`config.mk`:
```
export PLATFORM = sky130hd
export DESIGN_NAME = wb_host_master
export DESIGN_NICKNAME = d
export VERILOG_FILES = /design/src/rtl/wb_host_pkg.sv /design/src/rtl/wb_host_master.sv
export SDC_FILE = /design/constraint.sdc
export NUM_CORES = 1
export LEC_CHECK = 0
export CORE_AREA = 4 4 122 124
export CTS_CLUSTER_SIZE = 10
export DETAILED_ROUTE_END_ITERATION = 6
export DIE_AREA = 0 0 126 128
export GPL_ROUTABILITY_DRIVEN = 0
export PLACE_DENSITY = 0.75
export SLEW_MARGIN = 30
export SYNTH_ARGS = -nofsm -noshare
export SYNTH_HDL_FRONTEND = slang
export SYNTH_SLANG_ARGS = --single-unit
```
`constraint.sdc`:
```
create_clock -name clk -period 1.4 [get_ports clk]
set_clock_uncertainty 0.15 [all_clocks]
set_input_delay 0.14 -clock clk [delete_from_list [all_inputs] [get_ports clk]]
set_output_delay 0.14 -clock clk [all_outputs]
set_load 0.01 [all_outputs]
```
`src/rtl/wb_host_pkg.sv`:
```
// rtl/wb_host_pkg.sv - shared types and constants for the Wishbone host master
`timescale 1ns/1ps
package wb_host_pkg;

  typedef enum logic [1:0] {
    IDLE = 2'd0,
    BUS  = 2'd1,
    RESP = 2'd2
  } wbm_state_t;

  localparam int          TIMEOUT_CYCLES_DEF = 255;
  localparam logic [31:0] ERR_DATA_DEF       = 32'hDEAD_BEEF;

  // Harness register map on the user-area Wishbone port
  localparam logic [31:0] ADR_SELECT = 32'h3000_0000;
  localparam logic [31:0] ADR_WS2812 = 32'h3000_0100;
  localparam logic [31:0] ADR_7SEG   = 32'h3000_0200;
  localparam logic [31:0] ADR_FREQ   = 32'h3000_0400;

endpackage

```
`src/rtl/wb_host_master.sv`:
```
// rtl/wb_host_master.sv - single-outstanding Wishbone classic initiator fed by a cmd/rsp stream
// Optional ack timeout and error response enabled by WBM_TIMEOUT_EN.
`timescale 1ns/1ps
module wb_host_master
  import wb_host_pkg::*;
#(
  parameter int          TIMEOUT_CYCLES = TIMEOUT_CYCLES_DEF,
  parameter logic [31:0] ERR_DATA       = ERR_DATA_DEF
) (
  input  logic        clk,
  input  logic        reset,
  input  logic        cmd_valid,
  output logic        cmd_ready,
  input  logic        cmd_we,
  input  logic [3:0]  cmd_sel,
  input  logic [31:0] cmd_adr,
  input  logic [31:0] cmd_dat,
  output logic        rsp_valid,
  input  logic        rsp_ready,
  output logic [31:0] rsp_dat,
  output logic        rsp_err,
  output logic        wbm_cyc_o,
  output logic        wbm_stb_o,
  output logic        wbm_we_o,
  output logic [3:0]  wbm_sel_o,
  output logic [31:0] wbm_adr_o,
  output logic [31:0] wbm_dat_o,
  input  logic [31:0] wbm_dat_i,
  input  logic        wbm_ack_i,
  output logic        busy
);

  wbm_state_t state, state_next;
  logic       we_q;
  logic       tmo_hit;

  always_ff @(posedge clk) begin
    if (reset) state <= IDLE;
    else       state <= state_next;
  end

  always_comb begin
    state_next = state;
    case (state)
      IDLE:    if (cmd_valid) state_next = BUS;
      BUS:     if (wbm_ack_i || tmo_hit) state_next = RESP;
      RESP:    if (rsp_ready) state_next = IDLE;
      default: state_next = IDLE;
    endcase
  end

  assign cmd_ready = (state == IDLE);
  assign rsp_valid = (state == RESP);
  assign busy      = (state != IDLE);
  assign wbm_cyc_o = (state == BUS);
  assign wbm_stb_o = (state == BUS);
  assign wbm_we_o  = we_q && (state == BUS);

  always_ff @(posedge clk) begin
    if (reset) begin
      we_q      <= 1'b0;
      wbm_sel_o <= 4'h0;
      wbm_adr_o <= 32'h0;
      wbm_dat_o <= 32'h0;
      rsp_dat   <= 32'h0;
    end else begin
      if (state == IDLE && cmd_valid) begin
        we_q      <= cmd_we;
        wbm_sel_o <= cmd_sel;
        wbm_adr_o <= cmd_adr;
        wbm_dat_o <= cmd_dat;
      end
      // Ack has priority over a timeout landing in the same cycle
      if (state == BUS) begin
        if (wbm_ack_i)    rsp_dat <= we_q ? 32'h0 : wbm_dat_i;
        else if (tmo_hit) rsp_dat <= ERR_DATA;
      end
    end
  end

`ifdef WBM_TIMEOUT_EN
  localparam logic [15:0] TMO_LAST = 16'(TIMEOUT_CYCLES - 1);

  logic [15:0] tmo_cnt;
  logic        rsp_err_q;

  assign tmo_hit = (state == BUS) && (tmo_cnt == TMO_LAST);
  assign rsp_err = rsp_err_q;

  always_ff @(posedge clk) begin
    if (reset) begin
      tmo_cnt   <= 16'h0;
      rsp_err_q <= 1'b0;
    end else begin
      if (state == IDLE && cmd_valid) tmo_cnt <= 16'h0;
      else if (state == BUS)          tmo_cnt <= tmo_cnt + 16'h1;
      if (state == BUS) begin
        if (wbm_ack_i)    rsp_err_q <= 1'b0;
        else if (tmo_hit) rsp_err_q <= 1'b1;
      end
    end
  end
`else
  logic [15:0] unused_tmo_cycles;

  assign tmo_hit           = 1'b0;
  assign rsp_err           = 1'b0;
  assign unused_tmo_cycles = 16'(TIMEOUT_CYCLES);
`endif

endmodule

```
Word level (Yosys, flattened, before mapping)
Index checks and enable logic that the tools add are counted.
- add/subtract/negate cells: 0
- multiply operators: 0
- div/mod/pow operators: 0
- magnitude comparators: 0
- equal/unequal tests: 5
- shift-type cells: 0
- muxes and demuxes: 5
- bitwise operators: 0
- reductions and logical operators: 6
- operators with widths (operator ; count):
    32-bit 2-to-1 mux ; 1
    2-bit 2-to-1 mux ; 3
    2-bit case mux with 3 select lines ; 1
    2-bit by 1-bit != test with 1-bit output (second input constant) ; 2
    3-bit AND reduction ; 1
    2-bit by 1-bit equality test with 1-bit output (second input constant) ; 1
    2-bit equality test (second input constant) ; 1
    1-bit logical AND ; 2
    2-bit zero test ; 1
    2-bit != test (second input constant) ; 1
    2-bit AND reduction ; 1
    2-bit nonzero test ; 1
- flip-flop bits (word level): 103
- latch bits: 0
- memory bits (writable): 0
- memory bits (read-only): 0
- input bits: 106
- output and inout bits: 107
- word-level logic and storage cells: 22
- memories: 0

Logic depth before layout (Yosys ltp)
- word-level depth: 3
- gate-level depth with buffers: 4
- mapped depth without buffers: 2

Worst setup path after synthesis
No wires, ideal clock.
- path type: register to register
- from: register state[1]
- to: register wbm_adr_o[0]
- setup time: 0.072 ns
- data arrival time: 1.026 ns
- data required time: 1.178 ns
- setup slack: 0.152 ns
- cell stages (with the launch flop): 5
- buffers on the path: 2
- period minus slack after synthesis: 1.248 ns
- path through: dfxtp_1 nor3b_1 buf_4 buf_6 mux2i_1
- cells in the longest elaborated chain, start to end: 2
- ends and longest elaborated chain (what ; RTL line ; source):
    from (decl) ; wb_host_master.sv:33 ; wbm_state_t state, state_next;
    from (signal assigned) ; wb_host_master.sv:39 ; else state <= state_next;
    2-bit zero test ; wb_host_master.sv:67 ; if (state == IDLE && cmd_valid) begin
    1-bit logical AND ; wb_host_master.sv:67 ;
    to (signal assigned) ; wb_host_master.sv:70 ; wbm_adr_o <= cmd_adr;
    to (decl) ; wb_host_master.sv:26 ; output logic [31:0] wbm_adr_o,
Every way passes these cells.
A chain may end at the register's enable or synchronous reset.

Worst setup path after layout
- from: register state[1]
- to: register wbm_adr_o[25]
Same word-level chain as after synthesis.

==> flow_metrics.env <==
export IMPL_hp_class="primary input to register"
export IMPL_whs_ns=0.138
export IMPL_initial_utilization_pct=34.4
export IMPL_grt_max_degree=59
export IMPL_r2r_end="wbm_adr_o[25]$_SDFFE_PP0P_"
export IMPL_ys_flop_type="dfxtp_1"
export IMPL_place_hpwl_mm=9.52
export IMPL_final_area_um2=7430
export IMPL_synthArstFlopShare_pct=0
export IMPL_totalWireLength_mm=12.6
export IMPL_die_area_um2=16100
export IMPL_min_period_ns=1.53
export IMPL_synthCells=457
export IMPL_end_kind="register"
export IMPL_num_io_pins=213
export IMPL_portBuffers=211
export IMPL_antenna_found_initial=0
export IMPL_placed_area_um2=7150
export IMPL_core_region_area_um2=13800
export IMPL_synth_seq_cells=103
export IMPL_status="finished, violations left"
export IMPL_worstHoldPathCells=3
export IMPL_crit_fanout=17
export IMPL_place_inst=835
export IMPL_worst_r2r_cell_count=5
export IMPL_worst_slack_ns=-0.125
export IMPL_worstPathArrival_ns=1.64
export IMPL_syn_to_final_growth_pct=56.6
export IMPL_num_vias=3857
export IMPL_period_share_pct=109
export IMPL_cts_root_buffer="clkbuf_16"
export IMPL_yosysWarnings=0
export IMPL_synth_area_um2=4740
export IMPL_drt_pass1_iter_count=4
export IMPL_drt_iter0_drc=128
export IMPL_antenna_cells=0
export IMPL_cts_tree="done"
export IMPL_clkTransAtPathRegs_ns=0.07
export IMPL_grtUsageTotal_pct=15.6
export IMPL_wl_per_cell_um=14.8
export IMPL_vdd_ir_drop_max_uv=620
export IMPL_synth_edf_count=0
export IMPL_min_from="reset"
export IMPL_die_w_um=126
export IMPL_critPathLaunchType="register"
export IMPL_synth_top_cell_area_share_pct=43.5
export IMPL_whs_endpoint="state[1]$_SDFFE_PP0P_"
export IMPL_gr_total_overflow=0
export IMPL_violations="setup timing"
export IMPL_pre_cts_ws_ns=-0.255
export IMPL_insertion_delay_ns=0.34
export IMPL_finalSetupViolCount=99
export IMPL_critical_path_class="register to register"
export IMPL_rrSetupSlack_ns=-0.13
export IMPL_netlist_cell_type_count=16
export IMPL_fmax_ghz=0.656
export IMPL_drc=0
export IMPL_grt_pass1_vias=4225
export IMPL_cts_sinks=103
export IMPL_power_density_nw_per_um2=955
export IMPL_syn_nets=563
export IMPL_crit_required_ns=1.51
export IMPL_nNetsFinal=776
export IMPL_rows=43
export IMPL_die_h_um=128
export IMPL_final_cells=855
export IMPL_yosys_top_cells_area="dfxtp_1 43%, nand2b_1 22%, mux2i_1 21%"
export IMPL_grt_first_pass_wirelength_mm=20.5
export IMPL_maxCapViolCount=0
export IMPL_slew_violations=0
export IMPL_hold_violations=0
export IMPL_cts_hold_fix_buffers=0
export IMPL_p_leak_uw=0.00328
export IMPL_synth_top_area_cell="dfxtp_1"
export IMPL_grt_setup_unrepaired="true"
export IMPL_ys_seq_area_share_pct=43.5
export IMPL_ant_nets=0
export IMPL_drive_above_1_share_pct=9.33
export IMPL_critPathLaunch="state[1]$_SDFFE_PP0P_"
export IMPL_syn_avg_cell_area_um2=10.4
export IMPL_vias_per_cell=4.51
export IMPL_worstReg2RegStart="state[1]$_SDFFE_PP0P_"
export IMPL_htreeDepth=3
export IMPL_cts_buffers=9
export IMPL_clock_path_buffers=2
[sequential cells by signal, indices dropped and copies added (netlist names)]
name / count
rsp_dat: 32
wbm_adr_o: 32
wbm_dat_o: 32
wbm_sel_o: 4
state: 2
we_q: 1
[per-stage QoR]
stage	power (µW)	TNS (ns)	util, %
6_report	7100	-5.54	53.9
3_3_place_gp	4780	-16.17	51.9
2_1_floorplan	3960	0	-
4_1_cts	7220	-6.47	54.0
5_1_grt	7440	-11.99	53.9
3_5_place_dp	4820	-18.24	51.9
[worst max-delay path: stages, from the launching register on]
cell     delay [ns]
dfxtp_4        0.36
buf_6          0.12
nor3b_4        0.22
buf_12         0.19
buf_12         0.18
mux2i_1        0.21
[layout make-up]
type                            instances  area, µm²
Clock buffer                           13        280
Clock inverter                          3       15.0
Fill cell                            1266       6340
Inverter                                1       3.75
Multi-Input combinational cell        314       2460
Sequential cell                       103       2070
Tap cell                              180        225
Timing Repair Buffer                  241       2380
[worst max-delay path by stage]
stage / endpoint / slack, ns / cells after the start
5_1_grt: wbm_adr_o[25]$_SDFFE_PP0P_ / -0.19 / 5
6_report: wbm_adr_o[25]$_SDFFE_PP0P_ / -0.13 / 5
3_5_place_dp: wbm_dat_o[13]$_SDFFE_PP0P_ / -0.25 / 5
2_1_floorplan: wbm_adr_o[0]$_SDFFE_PP0P_ / 0.15 / 4
3_3_place_gp: wbm_adr_o[24]$_SDFFE_PP0P_ / -0.21 / 5
4_1_cts: wbm_we_o / -0.13 / 3
[per-layer routing]
| metal | track usage, % | wire (µm) |
|---|---|---|
| met2 | 26.8 | 6240 |
| met1 | 17.1 | 5010 |
| met5 | 0 | 0 |
| met3 | 6.29 | 1040 |
| met4 | 6.81 | 356 |
[Yosys cell counts (2+ instances only)]
master / n
buf_2: 2
buf_4: 3
buf_6: 11
clkbuf_1: 23
dfxtp_1: 103
mux2i_1: 101
nand2b_1: 170
nor2b_1: 2
nor3b_1: 3
o21ba_2: 2
or3b_1: 32
[cell families after synthesis]
logic type | synth area share [%]
buffers and inverters | 5.20
muxes | 21.3
and+or+nand+nor | 29.5
other | 0.0791
DFF | 43.5
AOI/OAI and AO/OA | 0.422
[where the power goes]
| part | switching (µW) | internal, µW | total (µW) |
|---|---|---|---|
| logic | 563 | 871 | 1430 |
| registers | 103 | 3120 | 3220 |
| clock network | 1050 | 1390 | 2440 |
[placed cells by master, fill, tap and decap left out, types with 3 or more instances in the layout]
master and instances:
buf_12 10, clkdlybuf4s15_2 3, mux2i_1 99, or3b_1 32, buf_6 14, clkinv_2 3
dlygate4sd2_1 100, nand2b_1 170, clkbuf_8 4, buf_4 8, clkbuf_16 9, dfxtp_1 101
clkdlybuf4s50_1 104
[repair_timing]
item                                   4_1_cts  5_1_grt
pin swaps                                    0        0
endpoints found under the hold margin        0        0
setup endpoints to repair                  196      105
resized for setup                          136       12
gates cloned                                 2        0
buffers inserted                             3        1
(Power assumes the default switching activity.)
